===== src/rtl/uart_config_ctrl.sv =====
// UART link-configuration handshake controller: negotiates framing with the remote side
// as initiator or responder and owns the active line configuration.
module uart_config_ctrl #(
    parameter int TIMEOUT_CYCLES = 1_000_000
) (
    input  logic       clk_i,
    input  logic       rst_i,
    input  logic       cfg_req_i,
    input  logic [5:0] cfg_new_i,
    input  logic       cfg_listen_i,
    output logic [7:0] tx_data_o,
    output logic       tx_valid_o,
    input  logic       tx_ready_i,
    input  logic [7:0] rx_data_i,
    input  logic       rx_valid_i,
    output logic       rx_ready_o,
    output logic [5:0] cfg_o,
    output logic       busy_o,
    output logic       cfg_done_o,
    output logic       cfg_fail_o
);

    typedef struct packed {
        logic [1:0] data_width;
        logic [1:0] parity_mode;
        logic [1:0] stop_bits;
    } uart_config_s;

    typedef enum logic [2:0] {
        IDLE,
        TX_SEND,
        TX_WAIT_ECHO,
        RX_WAIT,
        RX_ECHO,
        APPLY,
        FAIL
    } state_e;

    localparam int TW = (TIMEOUT_CYCLES > 1) ? $clog2(TIMEOUT_CYCLES) : 1;

    localparam logic [1:0] END_CONFIGURATION_ID = 2'd0;
    localparam logic [1:0] DATA_WIDTH_ID        = 2'd1;
    localparam logic [1:0] PARITY_MODE_ID       = 2'd2;
    localparam logic [1:0] STOP_BITS_ID         = 2'd3;

    localparam uart_config_s STD_CONFIGURATION = 6'b11_00_00;

    function automatic logic [7:0] assemble_packet(input logic [1:0] id, input logic [1:0] option);
        return {4'b0000, option, id};
    endfunction

    function automatic logic [7:0] step_packet(input logic [1:0] step, input uart_config_s cfg);
        logic [7:0] pkt;
        case (step)
            2'd0:    pkt = assemble_packet(DATA_WIDTH_ID, cfg.data_width);
            2'd1:    pkt = assemble_packet(PARITY_MODE_ID, cfg.parity_mode);
            2'd2:    pkt = assemble_packet(STOP_BITS_ID, cfg.stop_bits);
            default: pkt = assemble_packet(END_CONFIGURATION_ID, 2'b00);
        endcase
        return pkt;
    endfunction

    state_e       state_q, state_d;
    logic [1:0]   step_q, step_d;
    uart_config_s shadow_q, shadow_d;
    uart_config_s cfg_q, cfg_d;
    logic         end_q, end_d;
    logic [7:0]   tx_data_q, tx_data_d;
    logic [TW-1:0] timer_q, timer_d;
    logic         tx_valid_q, tx_valid_d;
    logic         rx_ready_q, rx_ready_d;
    logic         busy_q, busy_d;
    logic         done_q, done_d;
    logic         fail_q, fail_d;

    logic         tx_hs;
    logic         rx_hs;
    logic         timed_out;
    logic         counting;
    uart_config_s cfg_new;

    assign tx_hs     = tx_valid_q && tx_ready_i;
    assign rx_hs     = rx_ready_q && rx_valid_i;
    assign timed_out = (timer_q == TW'(TIMEOUT_CYCLES - 1));
    assign counting  = (state_q == TX_SEND) || (state_q == TX_WAIT_ECHO) ||
                       (state_q == RX_WAIT) || (state_q == RX_ECHO);
    assign cfg_new   = uart_config_s'(cfg_new_i);

    // Next-state logic; a handshake always leaves the wait state, so it naturally beats the timeout.
    always_comb begin
        state_d   = state_q;
        step_d    = step_q;
        shadow_d  = shadow_q;
        cfg_d     = cfg_q;
        end_d     = end_q;
        tx_data_d = tx_data_q;

        case (state_q)
            IDLE: begin
                if (cfg_listen_i) begin
                    shadow_d = cfg_q;
                    end_d    = 1'b0;
                    state_d  = RX_WAIT;
                end else if (cfg_req_i) begin
                    if (cfg_new.stop_bits[1]) begin
                        state_d = FAIL;
                    end else begin
                        shadow_d  = cfg_new;
                        step_d    = 2'd0;
                        tx_data_d = step_packet(2'd0, cfg_new);
                        state_d   = TX_SEND;
                    end
                end
            end
            TX_SEND: begin
                if (tx_hs)          state_d = TX_WAIT_ECHO;
                else if (timed_out) state_d = FAIL;
            end
            TX_WAIT_ECHO: begin
                if (rx_hs) begin
                    if (rx_data_i[3:0] != tx_data_q[3:0]) begin
                        state_d = FAIL;
                    end else if (step_q == 2'd3) begin
                        state_d = APPLY;
                    end else begin
                        step_d    = step_q + 2'd1;
                        tx_data_d = step_packet(step_q + 2'd1, shadow_q);
                        state_d   = TX_SEND;
                    end
                end else if (timed_out) begin
                    state_d = FAIL;
                end
            end
            RX_WAIT: begin
                if (rx_hs) begin
                    tx_data_d = rx_data_i;
                    state_d   = RX_ECHO;
                    case (rx_data_i[1:0])
                        DATA_WIDTH_ID:  shadow_d.data_width  = rx_data_i[3:2];
                        PARITY_MODE_ID: shadow_d.parity_mode = rx_data_i[3:2];
                        STOP_BITS_ID: begin
                            if (rx_data_i[3]) begin
                                tx_data_d = tx_data_q;
                                state_d   = FAIL;
                            end else begin
                                shadow_d.stop_bits = rx_data_i[3:2];
                            end
                        end
                        default:        end_d = 1'b1;
                    endcase
                end else if (timed_out) begin
                    state_d = FAIL;
                end
            end
            RX_ECHO: begin
                if (tx_hs)          state_d = end_q ? APPLY : RX_WAIT;
                else if (timed_out) state_d = FAIL;
            end
            APPLY: begin
                cfg_d   = shadow_q;
                state_d = IDLE;
            end
            default: state_d = IDLE;
        endcase

        timer_d    = (state_d != state_q || !counting) ? '0 : timer_q + 1'b1;
        tx_valid_d = (state_d == TX_SEND) || (state_d == RX_ECHO);
        rx_ready_d = (state_d == TX_WAIT_ECHO) || (state_d == RX_WAIT);
        busy_d     = (state_d != IDLE);
        done_d     = (state_d == APPLY);
        fail_d     = (state_d == FAIL);
    end

    // Outputs are registered from the next state so they line up with the state they describe.
    always_ff @(posedge clk_i) begin
        if (rst_i) begin
            state_q    <= IDLE;
            step_q     <= 2'd0;
            shadow_q   <= STD_CONFIGURATION;
            cfg_q      <= STD_CONFIGURATION;
            end_q      <= 1'b0;
            tx_data_q  <= 8'h00;
            timer_q    <= '0;
            tx_valid_q <= 1'b0;
            rx_ready_q <= 1'b0;
            busy_q     <= 1'b0;
            done_q     <= 1'b0;
            fail_q     <= 1'b0;
        end else begin
            state_q    <= state_d;
            step_q     <= step_d;
            shadow_q   <= shadow_d;
            cfg_q      <= cfg_d;
            end_q      <= end_d;
            tx_data_q  <= tx_data_d;
            timer_q    <= timer_d;
            tx_valid_q <= tx_valid_d;
            rx_ready_q <= rx_ready_d;
            busy_q     <= busy_d;
            done_q     <= done_d;
            fail_q     <= fail_d;
        end
    end

    assign tx_data_o  = tx_data_q;
    assign tx_valid_o = tx_valid_q;
    assign rx_ready_o = rx_ready_q;
    assign cfg_o      = cfg_q;
    assign busy_o     = busy_q;
    assign cfg_done_o = done_q;
    assign cfg_fail_o = fail_q;

endmodule

===== config.mk =====
export PLATFORM = sky130hd
export DESIGN_NAME = uart_config_ctrl
export DESIGN_NICKNAME = d
export VERILOG_FILES = /design/src/rtl/uart_config_ctrl.sv
export SDC_FILE = /design/constraint.sdc
export NUM_CORES = 1
export LEC_CHECK = 0
export CORE_ASPECT_RATIO = 1.1
export CORE_MARGIN = 5
export CORE_UTILIZATION = 38
export CTS_CLUSTER_SIZE = 16
export DETAILED_ROUTE_END_ITERATION = 7
export GPL_TIMING_DRIVEN = 1
export PLACE_DENSITY = 0.65
export SLEW_MARGIN = 0
export SYNTH_ARGS = -nofsm -noshare
export SYNTH_HDL_FRONTEND = slang
export SYNTH_SLANG_ARGS = --single-unit

===== constraint.sdc =====
create_clock -name clk_i -period 5.9 [get_ports clk_i]
set_input_delay 1.18 -clock clk_i [delete_from_list [all_inputs] [get_ports clk_i]]
set_output_delay 1.18 -clock clk_i [all_outputs]
set_load 0.05 [all_outputs]

; Word-level counts from Yosys, hierarchy flattened
; Cells that the tools add are included.
[word_totals]
word_cells = 122
latch_bits = 0
input_bits = 20
rom_bits = 0
register_bits = 51
ram_bits = 0
mem_count = 0
out_inout_bits = 19
[op_classes]
bitwise_logic = 0
order_cmp = 0
shift = 0
n_mul = 0
n_mux = 45
eq_ne = 36
add_sub_neg = 2
n_div = 0
n_reduce_logical = 23
[op_table]
columns = operator, n
row1 = $mux 8, 9
row2 = $mux 3, 11
row3 = $mux 2, 12
row4 = $mux 6, 4
row5 = $pmux 8 s3, 1
row6 = $add 20x1->20 const B, 1
row7 = $eq 20x20->1 const B, 1
row8 = $ne 2x2->1 const B, 10
row9 = $eq 3x3->1 const B, 5
row10 = $pmux 3 s5, 1
row11 = $eq 3x2->1 const B, 4
row12 = $pmux 4 s3, 1
row13 = $pmux 6 s2, 1
row14 = $reduce_and 5->1, 2
row15 = $ne 3x3->1 const B, 3
row16 = $reduce_and 9->1, 1
row17 = $eq 2x2->1 const B, 4
row18 = $reduce_and 7->1, 1
row19 = $eq 3x1->1 const B, 2
row20 = $logic_or 1x1->1, 6
row21 = $ne 2x1->1 const B, 3
row22 = $reduce_and 6->1, 1
row23 = $reduce_bool 3->1, 2
row24 = $eq 2x1->1 const B, 2
row25 = 14 further kinds, 18

; Depth between registers and ports, before layout
[logic_depth]
ltp_word = 8
mapped_depth = 8
mapped_depth_nobuf = 7

; Least setup slack after synthesis
; OpenSTA, ideal clock, no wires.
[synth_path]
path_kind = input port to flip-flop
from = in rx_data_i[2]
to = reg timer_q[9]
setup_time_ns = 0.064
path_buffers = 1
arrival_time_ns = 2.649
t_required_ns = 5.836
path_slack_ns = 3.186
path_stages = 7
path_cell_list = xnor2_1 -> nand4_1 -> o41a_1 -> a2111oi_2 -> o211ai_2 -> buf_6 -> nor2_2
[synth_via]
elab_chain_len = 7
[synth_rtl]
columns = element, line_no
row1 = from (decl), 14  ; input logic [7:0] rx_data_i,
row2 = $ne 4x4->1, 121  ; if (rx_data_i[3:0] != tx_data_q[3:0]) begin
row3 = $mux 3, 121
row4 = $mux 3, 120  ; if (rx_hs) begin
row5 = $pmux 3 s5, 98  ; case (state_q)
row6 = $ne 3x3->1, 166  ; timer_d = (state_d != state_q || !counting) ? '0 : timer_q + 1'b1;
row7 = $logic_or 1x1->1, 166
row8 = $reduce_or 2->1 (no source line), --
row9 = to (signal assigned), 196  ; timer_q <= timer_d;
row10 = to (decl), 69  ; logic [TW-1:0] timer_q, timer_d;
; No other way between the ends.
; A chain may end at the register's enable or synchronous reset.

; Worst setup path in the final report
[layout_path]
from = in rx_data_i[0]
to = reg timer_q[7]
[layout_via]
elab_chain_len = 7
elab_cells_between_ends = 10
classes_between = eq/ne (3) / mux (5) / reduce/logical (2)
[layout_rtl]
columns = element, line_no
row1 = $ne 4x4->1 or $eq 2x2->1 (tied branches), "121, 138"
row2 = $mux 3 or $mux 2 (tied branches), "121, 138"
row3 = $mux 3 (on tied branches), "120, 135"
row4 = $pmux 3 s5 *, 98
row5 = $ne 3x3->1 *, 166
row6 = $logic_or 1x1->1 *, 166
row7 = $reduce_or 2->1 (no source line) *, --
; Mark *: on every way between the ends. The rest lies on a longest branch, timed or not.

==> impl_results.md <==
- Chip width: 89.9 um
- Unrepaired setup endpoints after global routing: false
- Async SR Flop Fraction: 0%
- Pin count of the biggest net entering global routing: 31
- Layout area overhead: 20.1%
- Setup TNS: 0 ns
- Setup crit start: rx_data_i[0]
- Post-DP Area: 0.00311 mm^2
- Switching power: 0.278 mW
- Number of flops mapped to enable cells by yosys: 0
- CP arrival: 3.46 ns
- Sequential share of power: 47.5%
- Remaining DRCs: 0
- Final wirelength: 6120 um
- Core Area: 0.00693 mm^2
- Final Hold Fails: 0
- Cts hold-fix bufs: 0
- Yosys warning count: 0
- Setup Skew: 0.00524 ns
- Slew headroom: 30.9%
- Avg Vias per Cell: 5.41
- Status: completed
- Internal: 0.546 mW
- Mapped Cells: 303
- Lkg Pwr: 1.09 nW
- Commonest cells post-synth: 51 x dfxtp_1, 24 x nor2_1, 23 x nand2_1
- Comb power frac: 26.8%
- Most used flip-flop cell after synthesis: dfxtp_1
- Row cnt: 32
- First-pass GRT wire length: 10600 um
- Post-cts sizing count: 0
- # diodes: 0
- Worst setup EP type: flip-flop
- Power per cell area: 257 mW/mm^2
- CTS Buf Count: 5
- Initial DRC Count: 117
- Clock Path Buffers: 2
- DP Cell Count: 416
- WS Path Type: primary input to flip-flop
- Yosys reg bits: 51
- Total congestion overflow: 0
- CTS clk-pin slew, worst paths: 0.09 ns
- Final GP Congestion: 0.870
- Fillers: 681
- Vias in the first global route: 2219
- Final setup violating endpoints: 0
- Top cells by area, synth: dfxtp_1 38%, xor2_1 4.9%, nor2_2 4.7%
- I/O Buffers: 38
- Req. time, crit path: 6.14 ns
- Avg Cell Area, Syn: 8.81 um^2
- Synthesized Nets: 328
- Initial Util: 38.5%
- Slew Viols, Final: 0
- TritonCTS clock tree: built
- Postcts setup bufs: 0
- Min-delay src: tx_data_o[5]
- CTS root buffer: clkbuf_8
- Post-Syn Area: 0.00267 mm^2
- Initial antenna violation count: 0
- Die H: 97.9 um
- Area share of the largest cell type after synthesis: 38.3%
- Reg-to-Reg Start: state_q[1]
- Fin area: 0.00320 mm^2
- Antenna Nets Post-Route: 0
- Ports: 39
- # nets final: 363
- Hold Crit Class: flip-flop to flip-flop
- H-tree levels: 2
- DP HPWL: 4470 um
- Fmax achieved: 0.311 GHz
- Top-count cell post-synth: dfxtp_1
- Clk sink count: 51
- Drt wl/cell: 14.4 um
- Yosys top cell by area: dfxtp_1
- Register area share after synthesis: 38.3%
- Slew @ Worst Pin: 1.03 ns
- Full die area: 0.00880 mm^2
- DR vias: 2294
- Final period util: 54.5%
- Crit-path max FO: 20
- Max-cap violations: 0
- Pre-antenna DRT Iters: 4
- Clock Power Share: 25.8%
- Overall Global Routing Usage: 14.3%
- Switch share: 33.7%
- VDD IR max: 0.127 mV
- Cell variety after synth: 49
- Clock latency at the later pin of the worst-skew pair: 0.30 ns
- Layout Cells excl Fill: 424
- Fraction of layout cells with a size suffix above 1: 10.3%
- Min cycle time layout: 3.21 ns
- Setup crit start kind: primary input
[metrics by stage]
step	power [mW]	hold WS [ns]	util, %	worst slack (ns)
after CTS	0.832	0.481	46.3	2.70
after detailed placement	0.618	0.465	44.9	2.38
final	0.823	0.477	46.3	2.69
after global placement	0.617	0.453	44.9	2.44
after global routing	0.875	0.495	46.3	2.58
after floorplan	0.557	0.439	-	3.19
[area by class of cell]
type                       count  area [um^2]  area share, %
multi-input combinational    234         1560           48.8
sequential                    51         1020           31.9
timing repair buffer          40          395           12.3
tap                           85          106           3.32
clock buffer                   7         86.3           2.69
inverter                       6         22.5          0.703
clock inverter                 1         8.76          0.273
[critical path: stages]
cell and delay (ns):
clkdlybuf4s50_1 0.58, xnor2_1 0.17, nand4_1 0.18, o41a_1 0.46, a2111oi_2 0.37, o211ai_2 0.12
buf_4 0.25, nor2_2 0.13
[state kept, by name, summed over array words and instances (netlist names)]
register	flops
cfg_fail_o	1
end_q	1
state_q	3
rx_ready_o	1
cfg_done_o	1
busy_o	1
cfg_o	6
step_q	2
timer_q	20
tx_valid_o	1
tx_data_o	8
shadow_q	6
[placed cells by master, fill, tap and decap left out, types with 5 or more instances in the layout]
cell,count
mux2i_1,11
inv_1,6
nand2_1,23
clkdlybuf4s50_1,38
xnor2_1,9
ha_1,5
xor2_1,15
a211o_1,7
nand2b_1,8
a21oi_1,18
dfxtp_1,51
nor3_1,5
nand3_1,14
nor2_2,20
clkbuf_8,6
nand4_1,11
nor2b_1,5
nor2_1,24
[logic make-up (layout without fill, tap and decap cells)]
| group | Yosys count | after routing | synth area share, % |
|---|---|---|---|
| flip-flops | 51 | 51 | 38.3 |
| multiplexers | 11 | 11 | 4.13 |
| AND/OR/NAND/NOR | 130 | 130 | 26.2 |
| AO/OA/AOI/OAI | 64 | 64 | 18.0 |
| adder cells (fa/ha/maj) | 5 | 5 | 2.34 |
| buffers and inverters | 18 | 54 | 3.14 |
| XOR/XNOR | 24 | 24 | 7.88 |
[power by group through the flow]
stage          sequential, mW  clock, mW  combinational (mW)
3_5_place_dp            0.398          0               0.220
6_report                0.391      0.212               0.220
2_1_floorplan           0.417          0               0.140
4_1_cts                 0.390      0.221               0.221
3_3_place_gp            0.398          0               0.218
5_1_grt                 0.395      0.238               0.241
[metal layers]
layer	part of all wire, %	vias to the layer above	track usage (%)
met1	48	1073	20.1
met5	0	-	0
li1	-	1164	-
met3	5.0	4	2.62
met2	46	53	22.2
met4	1.1	0	4.47
[path summary, 6_finish.rpt]
path	to	slack, ns	cells past startpoint
max	timer_q[7]	2.69	8
max reg2reg	shadow_q[4]	3.28	5
min	tx_data_o[5]	0.48	2
min reg2reg	tx_data_o[5]	0.48	2
No activity file was read; power rests on OpenSTA's default activity.
